===== config.mk =====
export PLATFORM = sky130hd
export DESIGN_NAME = step_ctrl
export DESIGN_NICKNAME = d
export VERILOG_FILES = /design/src/rtl/step_ctrl.sv
export SDC_FILE = /design/constraint.sdc
export NUM_CORES = 1
export LEC_CHECK = 0
export CAP_MARGIN = 20
export CORE_MARGIN = 5
export CORE_UTILIZATION = 44
export CTS_BUF_LIST = sky130_fd_sc_hd__clkbuf_4
export CTS_CLUSTER_SIZE = 28
export DETAILED_ROUTE_END_ITERATION = 10
export PLACE_DENSITY = 0.71
export SLEW_MARGIN = 20
export SYNTH_ARGS = -nofsm -noshare
export SYNTH_HDL_FRONTEND = slang
export SYNTH_SLANG_ARGS = --single-unit

===== constraint.sdc =====
create_clock -name clk -period 2.55 [get_ports clk]
set_input_delay 0.3825 -clock clk [delete_from_list [all_inputs] [get_ports clk]]
set_output_delay 0.3825 -clock clk [all_outputs]
set_load 0.01 [all_outputs]

===== src/rtl/step_ctrl.sv =====
// Execution sequencer: debounces the front-panel button and issues single-cycle
// CPU clock enables for single-step, divided free-run and PC-breakpoint stops.
module step_ctrl #(
  parameter int unsigned DEBOUNCE_CYCLES = 5000,
  parameter int unsigned RUN_DIV         = 1000000,
  parameter int unsigned CNT_W           = 16
) (
  input  logic             clk,
  input  logic             reset,
  input  logic             button,
  input  logic             run_mode,
  input  logic             bp_enable,
  input  logic [7:0]       bp_addr,
  input  logic [7:0]       i_addr,
  input  logic             halt_in,
  output logic             cpu_ce,
  output logic             bp_hit,
  output logic [1:0]       state,
  output logic [CNT_W-1:0] step_count
);

  localparam int unsigned DB_W  = (DEBOUNCE_CYCLES > 1) ? $clog2(DEBOUNCE_CYCLES) : 1;
  localparam int unsigned DIV_W = (RUN_DIV > 1) ? $clog2(RUN_DIV) : 1;

  typedef enum logic [1:0] {
    IDLE  = 2'd0,
    STEP  = 2'd1,
    RUN   = 2'd2,
    BREAK = 2'd3
  } state_t;

  logic            sync1;
  logic            btn_s;
  logic            db;
  logic            db_d;
  logic [DB_W-1:0] db_cnt;
  logic            press;

  state_t           state_q, state_d;
  logic [DIV_W-1:0] div_q, div_d;
  logic             resume_q, resume_d;
  logic             ce_d;
  logic             tick;
  logic             bp_match;

  // Synchronizer and debounce: db only follows btn_s after it has differed for
  // DEBOUNCE_CYCLES consecutive cycles.
  always_ff @(posedge clk) begin
    if (reset) begin
      sync1  <= 1'b0;
      btn_s  <= 1'b0;
      db     <= 1'b0;
      db_d   <= 1'b0;
      db_cnt <= '0;
    end else begin
      sync1 <= button;
      btn_s <= sync1;
      db_d  <= db;
      if (btn_s == db) begin
        db_cnt <= '0;
      end else if (db_cnt == DB_W'(DEBOUNCE_CYCLES - 1)) begin
        db     <= btn_s;
        db_cnt <= '0;
      end else begin
        db_cnt <= db_cnt + DB_W'(1);
      end
    end
  end

  assign press    = db & ~db_d;
  assign tick     = (div_q == DIV_W'(RUN_DIV - 1));
  assign bp_match = bp_enable && (i_addr == bp_addr);

  // Next-state logic; ce_d becomes the registered cpu_ce for the following cycle.
  always_comb begin
    state_d  = state_q;
    div_d    = '0;
    resume_d = resume_q;
    ce_d     = 1'b0;
    unique case (state_q)
      IDLE: begin
        if (press && !halt_in) begin
          resume_d = 1'b0;
          if (run_mode) begin
            state_d = RUN;
          end else begin
            state_d = STEP;
            ce_d    = 1'b1;
          end
        end
      end
      STEP: begin
        resume_d = 1'b0;
        state_d  = resume_q ? RUN : IDLE;
      end
      RUN: begin
        if (halt_in || press) begin
          state_d = IDLE;
        end else if (tick) begin
          if (bp_match) begin
            state_d = BREAK;
          end else begin
            ce_d = 1'b1;
          end
        end else begin
          div_d = div_q + DIV_W'(1);
        end
      end
      BREAK: begin
        if (halt_in) begin
          state_d = IDLE;
        end else if (press) begin
          state_d  = STEP;
          ce_d     = 1'b1;
          resume_d = run_mode;
        end
      end
      default: state_d = IDLE;
    endcase
  end

  always_ff @(posedge clk) begin
    if (reset) begin
      state_q    <= IDLE;
      div_q      <= '0;
      resume_q   <= 1'b0;
      cpu_ce     <= 1'b0;
      bp_hit     <= 1'b0;
      step_count <= '0;
    end else begin
      state_q    <= state_d;
      div_q      <= div_d;
      resume_q   <= resume_d;
      cpu_ce     <= ce_d;
      bp_hit     <= (state_d == BREAK);
      step_count <= step_count + CNT_W'(ce_d);
    end
  end

  assign state = state_q;

endmodule


==> impl_summary.log, run 1 <==
INFO  metric rsz0062_at_grt = yes
INFO  metric cp-startpoint = halt_in
INFO  metric global_route_wire_length_before_repair = 8894 um
INFO  metric dp_hpwl = roughly 3700 um
INFO  metric critical-path-max-stage-delay = approximately 0.57 ns
INFO  metric ant_nets = 0
INFO  metric post-layout-total-power = roughly 1.8 mW
INFO  metric worstSetupPathType = in2reg
INFO  metric critical-path-top-cell-by-count = and3_4
INFO  metric vdd_ir_drop_max = between 0.4 and 0.5 mV
INFO  metric detail_route.first_pass.iterations = 4
INFO  metric clock_sinks = 58
INFO  metric floorplan.core_area = roughly 5500 sq um
INFO  metric worst_skew_pair.late_latency = around 0.40 ns
INFO  metric synth_flop_cell = dfxtp_1
INFO  metric crit_chain = clkdlybuf4s50_1 > or4b_4 > nor3_4 > nand2b_1 > nand2_1 > ha_2 > ha_4 > and3_4 > and3_4 > nand4_1 > xor2_1 > nor2_1
INFO  metric finalSetupViolations = 0
INFO  metric finalCriticalPeriod = approximately 2.5 ns
INFO  metric h-tree-depth = 3
INFO  metric setup_tns = 0 ns
INFO  metric synth_top_cell_area_share = 0.4592
INFO  metric mostFrequentLayoutCells = nor2_1 (59), dfxtp_1 (57), clkdlybuf4s50_1 (41), xor2_1 (27), buf_4 (26)
INFO  metric yosys.cell_types.count = 38
INFO  metric mappedNetlistNets = 308
INFO  metric preCtsSetupSlack = -0.5562 ns
INFO  metric final_net_count = 378
INFO  metric critPathArrivalTime = ~2.8 ns
INFO  metric pwr_cell_area = roughly 530 nW/um^2
INFO  metric clockRootBuffer = clkbuf_4
INFO  metric cts_tree = done
INFO  metric grt_util_all_layers = 0.1522
INFO  metric grt_max_degree = 22
INFO  metric floorplan.rows = 27
INFO  metric post-route-drc-count = 0
INFO  metric synthesis.area = roughly 2500 sq um
INFO  metric syn_avg_cell_area = ~9 sq um
INFO  metric period_share = 0.9931
INFO  metric hold_path_startpoint = db_cnt[0]$_SDFF_PP0_
INFO  metric max_freq = a little under 400 MHz
INFO  metric max-clock-path-buffers = 2
INFO  metric ctsHoldBuffers = 0
INFO  metric globalRouteOverflowTotal = 0
INFO  metric finalHoldViolCount = 0
INFO  metric grt_antenna_before_repair = 0
INFO  metric grt_pass1_vias = about 2.0k
INFO  metric drt_iter0_markers = roughly 120
INFO  metric cp.buffers_inverters = 1
INFO  metric area_growth_syn_to_layout = 35.53%
INFO  metric synth-async-reset-ratio = 0
INFO  metric synth.yosys.warnings = 0
INFO  metric status = complete, no violations
INFO  metric place_congestion = roughly 0.78
INFO  metric clkSlewWorstSetupHoldPaths = about 0.11 ns
INFO  metric num_io_pins = 42
INFO  metric setup.worst_path.start_class = input pin
INFO  metric layout.cells.most_common = nor2_1
INFO  metric critical_path_required = around 2.9 ns
INFO  metric die-area = ~7400 sq um
INFO  metric dieHeight = about 86 um
INFO  metric port_buffers = about 40
INFO  metric post_detailed_routing_wire_length = just over 5000 um
INFO  metric r2r_start = db$_SDFFE_PP0P_
INFO  metric via_count = approximately 2.1k
INFO  metric synth.largest_area_cell = dfxtp_1
INFO  metric dieWidth = roughly 86 um
INFO  metric synth.yosys.seq_area_share = 0.4592
INFO  metric path_max_fanout = 5
INFO  metric cp_slowest_cell = or4b_4
INFO  metric n_diodes = 0
INFO  metric max-cap-violations = 0
INFO  metric worst-slew-pin-transition = between 0.7 and 0.8 ns
INFO  metric fin_hold_ws = approximately 0.45 ns
INFO  metric leakagePower = 1.222 nW
INFO  metric fillerInstances = ~510
INFO  metric slew-limit-headroom = 0.5276
INFO  metric synth_enable_flop_cells = 0
INFO  metric finalWorstSetupSlack = approximately 0.018 ns
INFO  metric final_layout_size_suffix_gt1_frac = 0.1597
INFO  metric yosys_register_bits = between 50 and 60
INFO  metric delay_heaviest_family_cp = simple AND/OR/NAND/NOR gates
INFO  metric timing_max_transition_violations_final = 0
INFO  metric path_class_of_the_lowest_slack_min_delay_path = reg2reg
INFO  metric fin_worst_skew = 0.01502 ns
INFO  metric crit_path_end_kind = register
INFO  metric post_drt_wl_per_cell = ~12 um
INFO  metric cts_made_buffers = 9
INFO  metric initial_core_utilization = 0.4564
INFO  metric post_synth_inst_count = 282
INFO  metric yosys-top-cells-area = dfxtp_1 (46%), xor2_1 (9.4%), nor2_1 (8.8%)
INFO  metric avgViaCountPerCell = approximately 5
-- final cells by class --
| cell class | instances | area (sq um) | share of cell area |
|---|---|---|---|
| Clock buffer | 9 | 67.56 | 0.01972 |
| Tap cell | 72 | 90.09 | 0.02629 |
| Sequential cell | 58 | 1162 | 0.3392 |
| Timing Repair Buffer | 67 | 605.6 | 0.1767 |
| Multi-Input combinational cell | 212 | 1369 | 0.3994 |
| Inverter | 4 | 15.01 | 0.004381 |
| Clock inverter | 7 | 117.6 | 0.03432 |
-- per-stage QoR --
step           instances  utilization  instance area (sq um)
2_1_floorplan        282            -                   2530
3_3_place_gp         411       0.5723                   3171
3_5_place_dp         411       0.5723                   3171
4_1_cts              427       0.6068                   3362
5_1_grt              429       0.6186                   3427
6_report             429       0.6186                   3427
-- worst paths after layout --
check | cells past startpoint | slack, ns | to
setup / recovery | 12 | 0.02 | step_count[12]$_SDFF_PP0_
setup reg to reg | 12 | 0.04 | step_count[12]$_SDFF_PP0_
hold reg to reg | 1 | 0.45 | db_cnt[0]$_SDFF_PP0_
hold / removal | 1 | 0.45 | db_cnt[0]$_SDFF_PP0_
-- metal layers --
metal / part of all wire / track usage
met1: 0.45 / 0.1790
met2: 0.48 / 0.2451
met4: 0.011 / 0.06043
met3: 0.064 / 0.06436
met5: 0 / 0
-- kinds of logic (layout without fill, tap and decap cells) --
group / count (synthesis) / in the layout / share of synthesized area
AOI/OAI and AO/OA: 11 / 11 / 0.02474
xor gates and xnor gates: 52 / 52 / 0.1801
adders and majority gates: 4 / 4 / 0.01979
buffers and inverters: 12 / 87 / 0.02127
DFF: 58 / 58 / 0.4592
muxes: 1 / 1 / 0.003959
and+or+nand+nor: 144 / 144 / 0.2910
-- timing repair --
item	4_1_cts	5_1_grt
pin swaps	1	6
gates resized for setup	2	12
setup buffers	0	2
endpoints found under the setup margin	5	8
-- cell usage after synthesis (all sizes together), types with 2 or more instances --
| cell type | count |
|---|---|
| nor2 | 60 |
| dfxtp | 58 |
| xor2 | 27 |
| xnor2 | 25 |
| nand2 | 17 |
| nand3 | 16 |
| nand4 | 13 |
| nor2b | 9 |
| nor3 | 7 |
| a21oi | 5 |
| and3 | 5 |
| and4 | 5 |
| clkbuf | 5 |
| ha | 4 |
| inv | 4 |
| buf | 3 |
| o21ai | 3 |
| and2 | 2 |
| nor4 | 2 |
| or4b | 2 |
-- report_power, final --
group | internal [mW] | leakage (nW) | switching, mW
Combinational | 0.0430 | 0.664 | 0.0215
Sequential | 0.907 | 0.468 | 0.000905
Clock | 0.494 | 0.0898 | 0.350
-- flip-flops by register name, indices dropped and copies added, names as in the netlist --
signal	cells
btn_s	1
state	2
sync1	1
db_d	1
db_cnt	13
db	1
step_count	16
bp_hit	1
cpu_ce	1
div_q	20
resume_q	1
-- worst register-to-register path: stages, from the launching register on --
cell and delay (ns):
dfxtp_2 0.33, nor2b_4 0.12, or4b_4 0.53, nor3_4 0.20, nand2b_1 0.10, nand2_1 0.08
ha_2 0.20, ha_4 0.13, and3_4 0.18, and3_4 0.22, nand4_1 0.11, xor2_1 0.15
nor2_1 0.06
Power figures use the tool's default switching activity.
==> run 2, diff against run 1 <==
- PLACE_DENSITY: 0.71 -> unset
- PLACE_DENSITY_LB_ADDON: unset -> 0.08
==> run 2 against run 1 <==
Core utilization fell by 1.5 points. First-iteration DRC count fell by 61%. Final area fell by 2.5%. Cell count fell by 0.70%. Non-clock buffer count fell by 2. Register-to-register slack improved by 0.09 ns. Global-route usage fell by 1.3 points.
==> impl_summary.log, run 2 (synthesis results as in run 1) <==
INFO  metric initial_core_utilization = 0.4564 (unchanged)
INFO  metric final_layout_size_suffix_gt1_frac = 0.1525 (was 0.1597)
INFO  metric ff_latch_area = 1162 sq um (unchanged)
INFO  metric drt_iter0_markers = 45 (was 115)
INFO  metric cts_tree = done (unchanged)
INFO  metric dieHeight = 85.81 um (unchanged)
INFO  metric setup.worst_path.start_class = register (was input pin)
INFO  metric placed_cells_incl_taps = 410 (was 411)
INFO  metric clockRootBuffer = clkbuf_4 (unchanged)
INFO  metric path_max_fanout = 5 (unchanged)
INFO  metric clkSlewWorstSetupHoldPaths = 0.11 ns (about the same)
INFO  metric largestRegisters = div_q (20), step_count (16), db_cnt (13) (unchanged)
INFO  metric final_cells = 426 (was 429)
INFO  metric post_detailed_routing_wire_length = 4774 um (was 5109 um)
INFO  metric path_class_of_the_lowest_slack_min_delay_path = reg2reg (unchanged)
INFO  metric finalCoreUtilization = 0.6032 (was 0.6186)
INFO  metric largest_reg_flops = 20 (unchanged)
INFO  metric dp_hpwl = 3558 um (was 3662 um)
INFO  metric area_growth_syn_to_layout = 32.16% (was 35.53%)
INFO  metric post_drt_wl_per_cell = 11.21 um (was 11.91 um)
INFO  metric max-cap-violations = 0 (unchanged)
INFO  metric final_net_count = 376 (was 378)
INFO  metric detail_route.first_pass.iterations = 4 (unchanged)
INFO  metric layout.cells.most_common = nor2_1 (unchanged)
INFO  metric finalSetupViolations = 0 (unchanged)
INFO  metric avgViaCountPerCell = 4.808 (was 4.904)
INFO  metric ctsHoldBuffers = 0 (unchanged)
INFO  metric grt_max_degree = 21 (was 22)
INFO  metric worstSetupPathType = reg2reg (was in2reg)
INFO  metric cts_made_buffers = 9 (unchanged)
INFO  metric finalHoldViolCount = 0 (unchanged)
INFO  metric global_route_wire_length_before_repair = 8280 um (was 8894 um)
INFO  metric h-tree-depth = 3 (unchanged)
INFO  metric n_diodes = 0 (unchanged)
INFO  metric post-route-drc-count = 0 (unchanged)
INFO  metric grt_pass1_vias = 1,934 (was 2,038)
INFO  metric grt_antenna_before_repair = 0 (unchanged)
INFO  metric floorplan.rows = 27 (unchanged)
INFO  metric globalRouteOverflowTotal = 0 (unchanged)
INFO  metric status = complete, no violations (unchanged)
INFO  metric port_buffers = 41 (unchanged)
INFO  metric critical_path_required = 2.82 ns (was 2.85 ns)
INFO  metric num_io_pins = 42 (unchanged)
INFO  metric period_share = 0.9487 (was 0.9931)
INFO  metric vdd_ir_drop_max = 0.2299 mV (was 0.4298 mV)
INFO  metric clock_sinks = 58 (unchanged)
INFO  metric ant_nets = 0 (unchanged)
INFO  metric finalCriticalPeriod = 2.419 ns (was 2.532 ns)
INFO  metric mostFrequentLayoutCells = nor2_1 (59), dfxtp_1 (57), clkdlybuf4s50_1 (41), xor2_1 (27), xnor2_1 (25) (was nor2_1 (59), dfxtp_1 (57), clkdlybuf4s50_1 (41), xor2_1 (27), buf_4 (26))
INFO  metric floorplan.core_area = 5540 sq um (unchanged)
INFO  metric max_flop_register = div_q (unchanged)
INFO  metric worst-slew-pin-transition = 0.4231 ns (was 0.7022 ns)
INFO  metric multiInputGateArea = 1381 sq um (was 1369 sq um)
INFO  metric fillerInstances = 494 (was 511)
INFO  metric leakagePower = 1.173 nW (was 1.222 nW)
INFO  metric max-clock-path-buffers = 2 (unchanged)
INFO  metric pwr_cell_area = 445.1 nW/um^2 (was 530.3 nW/um^2)
INFO  metric via_count = 2,048 (was 2,104)
INFO  metric worst_skew_pair.late_latency = 0.38 ns (was 0.40 ns)
INFO  metric grt_util_all_layers = 0.1387 (was 0.1522)
INFO  metric die-area = 7363 sq um (unchanged)
INFO  metric dieWidth = 85.81 um (unchanged)
INFO  metric crit_path_end_kind = register (unchanged)
INFO  metric timing_max_transition_violations_final = 0 (unchanged)
INFO  metric slew-limit-headroom = 0.7179 (was 0.5276)
INFO  metric fin_worst_skew = 0.01888 ns (was 0.01502 ns)
INFO  metric critPathArrivalTime = 2.69 ns (was 2.83 ns)
INFO  metric place_congestion = 0.8005 (was 0.7816)
INFO  metric max_freq = 413.4 MHz (was 394.9 MHz)
run 2: metrics by stage:
stage          hold slack, ns  power [mW]  setup WS, ns  setup TNS [ns]  instance area [sq um]
3_5_place_dp           0.4293      0.9934       -0.4562          -3.617                   3163
5_1_grt                0.4720       1.560      -0.01817        -0.01817                   3342
6_report               0.4456       1.488        0.1308               0                   3342
3_3_place_gp           0.4215      0.9928       -0.4123          -3.267                   3163
4_1_cts                0.4495       1.512       0.04055               0                   3272
2_1_floorplan          0.4138      0.9509       0.02913               0                   2530
run 2: where the power goes:
part | leakage (nW) | internal (mW) | total (mW) | switching, mW
sequential | 0.468 | 0.907 | 0.908 | 0.000886
clock | 0.0489 | 0.186 | 0.516 | 0.330
combinational | 0.656 | 0.0429 | 0.0635 | 0.0206
total | 1.17 | 1.14 | 1.49 | 0.351
run 2: final timing paths:
check	depth (start not counted)	slack, ns	startpoint	endpoint
max	12	0.13	db$_SDFFE_PP0P_	step_count[12]$_SDFF_PP0_
min reg2reg	1	0.45	sync1$_SDFF_PP0_	btn_s$_SDFF_PP0_
min	1	0.45	sync1$_SDFF_PP0_	btn_s$_SDFF_PP0_
max reg2reg	12	0.13	db$_SDFFE_PP0P_	step_count[12]$_SDFF_PP0_
run 2: metal layers:
metal | global-route usage | vias up | routed length, um
met5 | 0 | - | 0
met4 | 0.06043 | 0 | 70
met3 | 0.03842 | 6 | 253
met2 | 0.2232 | 38 | 2178
met1 | 0.1735 | 921 | 2271
li1 | - | 1083 | -
run 2: final cells by class:
class	instances	area share
Clock inverter	6	0.01048
Timing Repair Buffer	65	0.1767
Clock buffer	9	0.02022
Inverter	4	0.004493
Tap cell	72	0.02696
Sequential cell	58	0.3478
Multi-Input combinational cell	212	0.4133
run 2: worst max-delay path, stage by stage (launching register included):
cell and delay (ns):
dfxtp_2 0.33, nor2b_4 0.12, or4b_4 0.55, nor3_4 0.14, nand2b_1 0.11, nand2_2 0.10, ha_4 0.15, ha_4 0.12
and3_4 0.18, and3_4 0.22, nand4_1 0.11, xor2_1 0.15, nor2_1 0.05
run 2: repair_timing:
item                                    4_1_cts  5_1_grt
resized for setup                             2       14
endpoints found under the setup margin        3        9
endpoints found under the hold margin         0        0
pin swaps                                     0        3
setup buffers                                 0        1
==> run 3, diff against run 2 <==
- CORE_ASPECT_RATIO: unset -> 1.1
==> run 3 against run 2 <==
Global-route usage up 1.3 points. Critical endpoint unchanged. Die area about the same. Cell count grew 1.2%. Worst hold slack got worse by 0.0033 ns. Clock-buffer cell count unchanged. Worst setup slack better by 0.019 ns. First-iteration DRC count shrank 51%. Clock power increased by 40%. Flip-flop and latch count is the same. Non-clock buffer count fell by 1.
==> impl_summary.log, run 3 (synthesis results as in run 1) <==
INFO  metric h-tree-depth = 3 (unchanged)
INFO  metric max-cap-violations = 0 (unchanged)
INFO  metric post_drt_wl_per_cell = 11.48 um (was 11.21 um)
INFO  metric r2r_slack = 0.16 ns (was 0.13 ns)
INFO  metric internal_cell_power = 1.338 mW (was 1.136 mW)
INFO  metric grt_util_all_layers = 0.1520 (was 0.1387)
INFO  metric vdd_ir_drop_max = 0.2971 mV (was 0.2299 mV)
INFO  metric hold_path_startpoint = sync1$_SDFF_PP0_ (unchanged)
INFO  metric worstSetupPathType = in2reg (was reg2reg)
INFO  metric ff_latch_area = 1161 sq um (was 1162 sq um)
INFO  metric post_detailed_routing_wire_length = 4949 um (was 4774 um)
INFO  metric clock_power_share = 0.427 (was 0.347)
INFO  metric worst_skew_pair.late_latency = 0.40 ns (was 0.38 ns)
INFO  metric path_class_of_the_lowest_slack_min_delay_path = reg2reg (unchanged)
INFO  metric seq_power_share = 0.536 (was 0.610)
INFO  metric avgViaCountPerCell = 4.747 (was 4.808)
INFO  metric fin_hold_ws = 0.4423 ns (was 0.4456 ns)
INFO  metric slew-limit-headroom = 0.5035 (was 0.7179)
INFO  metric largest_reg_flops = 20 (unchanged)
INFO  metric ant_nets = 0 (unchanged)
INFO  metric grt_max_degree = 21 (unchanged)
INFO  metric place_congestion = 0.7907 (was 0.8005)
INFO  metric initial_core_utilization = 0.4439 (was 0.4564)
INFO  metric floorplan.rows = 29 (was 27)
INFO  metric status = complete, no violations (unchanged)
INFO  metric grt_pass1_vias = 2,048 (was 1,934)
INFO  metric setup.worst_path.start_class = input pin (was register)
INFO  metric critical_path_required = 2.85 ns (was 2.82 ns)
INFO  metric final_layout_size_suffix_gt1_frac = 0.1441 (was 0.1525)
INFO  metric n_diodes = 0 (unchanged)
INFO  metric final_design_area_no_fill = 3367 sq um (was 3342 sq um)
INFO  metric reg2reg_to = step_count[12]$_SDFF_PP0_ (unchanged)
INFO  metric final_net_count = 375 (was 376)
INFO  metric critPathArrivalTime = 2.70 ns (was 2.69 ns)
INFO  metric finalWorstSetupSlack = 0.1494 ns (was 0.1308 ns)
INFO  metric clock_sinks = 58 (unchanged)
INFO  metric path_max_fanout = 5 (unchanged)
INFO  metric fin_worst_skew = 0.01397 ns (was 0.01888 ns)
INFO  metric mostFrequentLayoutCells = nor2_1 (59), dfxtp_1 (58), clkdlybuf4s50_1 (41), xor2_1 (27), xnor2_1 (25) (was nor2_1 (59), dfxtp_1 (57), clkdlybuf4s50_1 (41), xor2_1 (27), xnor2_1 (25))
INFO  metric globalRouteOverflowTotal = 0 (unchanged)
INFO  metric combPwrFrac = 0.037 (was 0.043)
INFO  metric drt_iter0_markers = 22 (was 45)
INFO  metric via_count = 2,046 (was 2,048)
INFO  metric pwr_cell_area = 503.4 nW/um^2 (was 445.1 nW/um^2)
INFO  metric port_buffers = 41 (unchanged)
INFO  metric finalHoldViolCount = 0 (unchanged)
INFO  metric cts_made_buffers = 9 (unchanged)
INFO  metric cts_setup_buffers = 0 (unchanged)
INFO  metric worst_hold_path.num_cells = 1 (unchanged)
INFO  metric rsz0062_at_grt = no
INFO  metric worst-slew-pin-transition = 0.7380 ns (was 0.4231 ns)
INFO  metric max-clock-path-buffers = 2 (unchanged)
INFO  metric finalCoreUtilization = 0.5910 (was 0.6032)
INFO  metric dieWidth = 82.28 um (was 85.81 um)
INFO  metric largestRegisters = div_q (20), step_count (16), db_cnt (13) (unchanged)
INFO  metric preCtsSetupSlack = -0.4590 ns (was -0.4562 ns)
INFO  metric crit_path_end_kind = register (unchanged)
INFO  metric setup_tns = 0 ns (unchanged)
INFO  metric finalCriticalPeriod = 2.401 ns (was 2.419 ns)
INFO  metric dieHeight = 89.51 um (was 85.81 um)
INFO  metric num_io_pins = 42 (unchanged)
INFO  metric postPlaceCellArea = 3169 sq um (was 3163 sq um)
INFO  metric clkSlewWorstSetupHoldPaths = 0.11 ns (about the same)
INFO  metric grt_antenna_before_repair = 0 (unchanged)
INFO  metric area_growth_syn_to_layout = 33.15% (was 32.16%)
INFO  metric die-area = 7365 sq um (was 7363 sq um)
INFO  metric detail_route.first_pass.iterations = 5 (was 4)
INFO  metric power.share.switching = 0.2107 (was 0.2362)
INFO  metric fillerInstances = 562 (was 494)
INFO  metric leakagePower = 1.206 nW (was 1.173 nW)
INFO  metric dp_hpwl = 3618 um (was 3558 um)
INFO  metric end_point_of_the_most_critical_hold_path = btn_s$_SDFF_PP0_ (unchanged)
INFO  metric clockRootBuffer = clkbuf_4 (unchanged)
INFO  metric global_route_wire_length_before_repair = 8542 um (was 8280 um)
INFO  metric multiInputGateArea = 1360 sq um (was 1381 sq um)
INFO  metric worst_r2r_path_depth = 12 (unchanged)
INFO  metric timing_max_transition_violations_final = 0 (unchanged)
INFO  metric finalSetupViolations = 0 (unchanged)
INFO  metric floorplan.core_area = 5697 sq um (was 5540 sq um)
INFO  metric r2r_start = db$_SDFFE_PP0P_ (unchanged)
INFO  metric period_share = 0.9414 (was 0.9487)
INFO  metric max_freq = 416.6 MHz (was 413.4 MHz)
INFO  metric netSwitchingPower = 0.3572 mW (was 0.3514 mW)
INFO  metric post-route-drc-count = 0 (unchanged)
INFO  metric layout.cells.most_common = nor2_1 (unchanged)
INFO  metric max_flop_register = div_q (unchanged)
INFO  metric cts_tree = done (unchanged)
-- run 3: through the flow --
stage | std cells | total power [mW]
finish | 431 | 1.695
global route | 431 | 1.779
CTS | 431 | 1.725
detailed placement | 415 | 0.9935
global placement | 415 | 0.9932
floorplan | 282 | 0.9509
-- run 3: power by group through the flow --
stage / registers [mW] / logic [mW] / clock network, mW
6_report: 0.908 / 0.0634 / 0.724
5_1_grt: 0.909 / 0.0696 / 0.801
4_1_cts: 0.908 / 0.0646 / 0.753
3_5_place_dp: 0.929 / 0.0645 / 0
3_3_place_gp: 0.929 / 0.0642 / 0
2_1_floorplan: 0.929 / 0.0221 / 0
-- run 3: repair_timing --
action                                  4_1_cts  5_1_grt
resized for setup                             1        9
hold buffers                                  0        0
endpoints found under the setup margin        3        7
gates cloned                                  0        0
pin swaps                                     0        1
-- run 3: area by class of cell --
type,instances,area share
multi-input cells,212,0.4039
flip-flops and latches,58,0.3449
repair buffers,64,0.1732
well taps,77,0.02861
clock inverters,7,0.02490
clock buffers,9,0.02007
inverters,4,0.004459
-- run 3: how the worst max path moves through the flow --
| stage | from | end |
|---|---|---|
| after floorplan | db$_SDFFE_PP0P_ | step_count[12]$_SDFF_PP0_ |
| final | halt_in | step_count[12]$_SDFF_PP0_ |
| after global placement | halt_in | step_count[12]$_SDFF_PP0_ |
| after CTS | db$_SDFFE_PP0P_ | step_count[12]$_SDFF_PP0_ |
| after detailed placement | halt_in | step_count[12]$_SDFF_PP0_ |
| after global routing | db$_SDFFE_PP0P_ | step_count[8]$_SDFF_PP0_ |
-- run 3: critical path: stages --
cell and delay (ns):
clkdlybuf4s50_1 0.42, or4b_4 0.56, nor3_4 0.14, nand2b_1 0.09, nand2_1 0.07, ha_2 0.20
ha_4 0.14, and3_4 0.18, and3_4 0.21, nand4_1 0.11, xor2_1 0.14, nor2_1 0.05
-- run 3: metal layers --
metal  wire, um  global-route usage
met5          0                   0
met4         85             0.06798
met3        263             0.06250
met2       2418              0.2558
met1       2181              0.1665
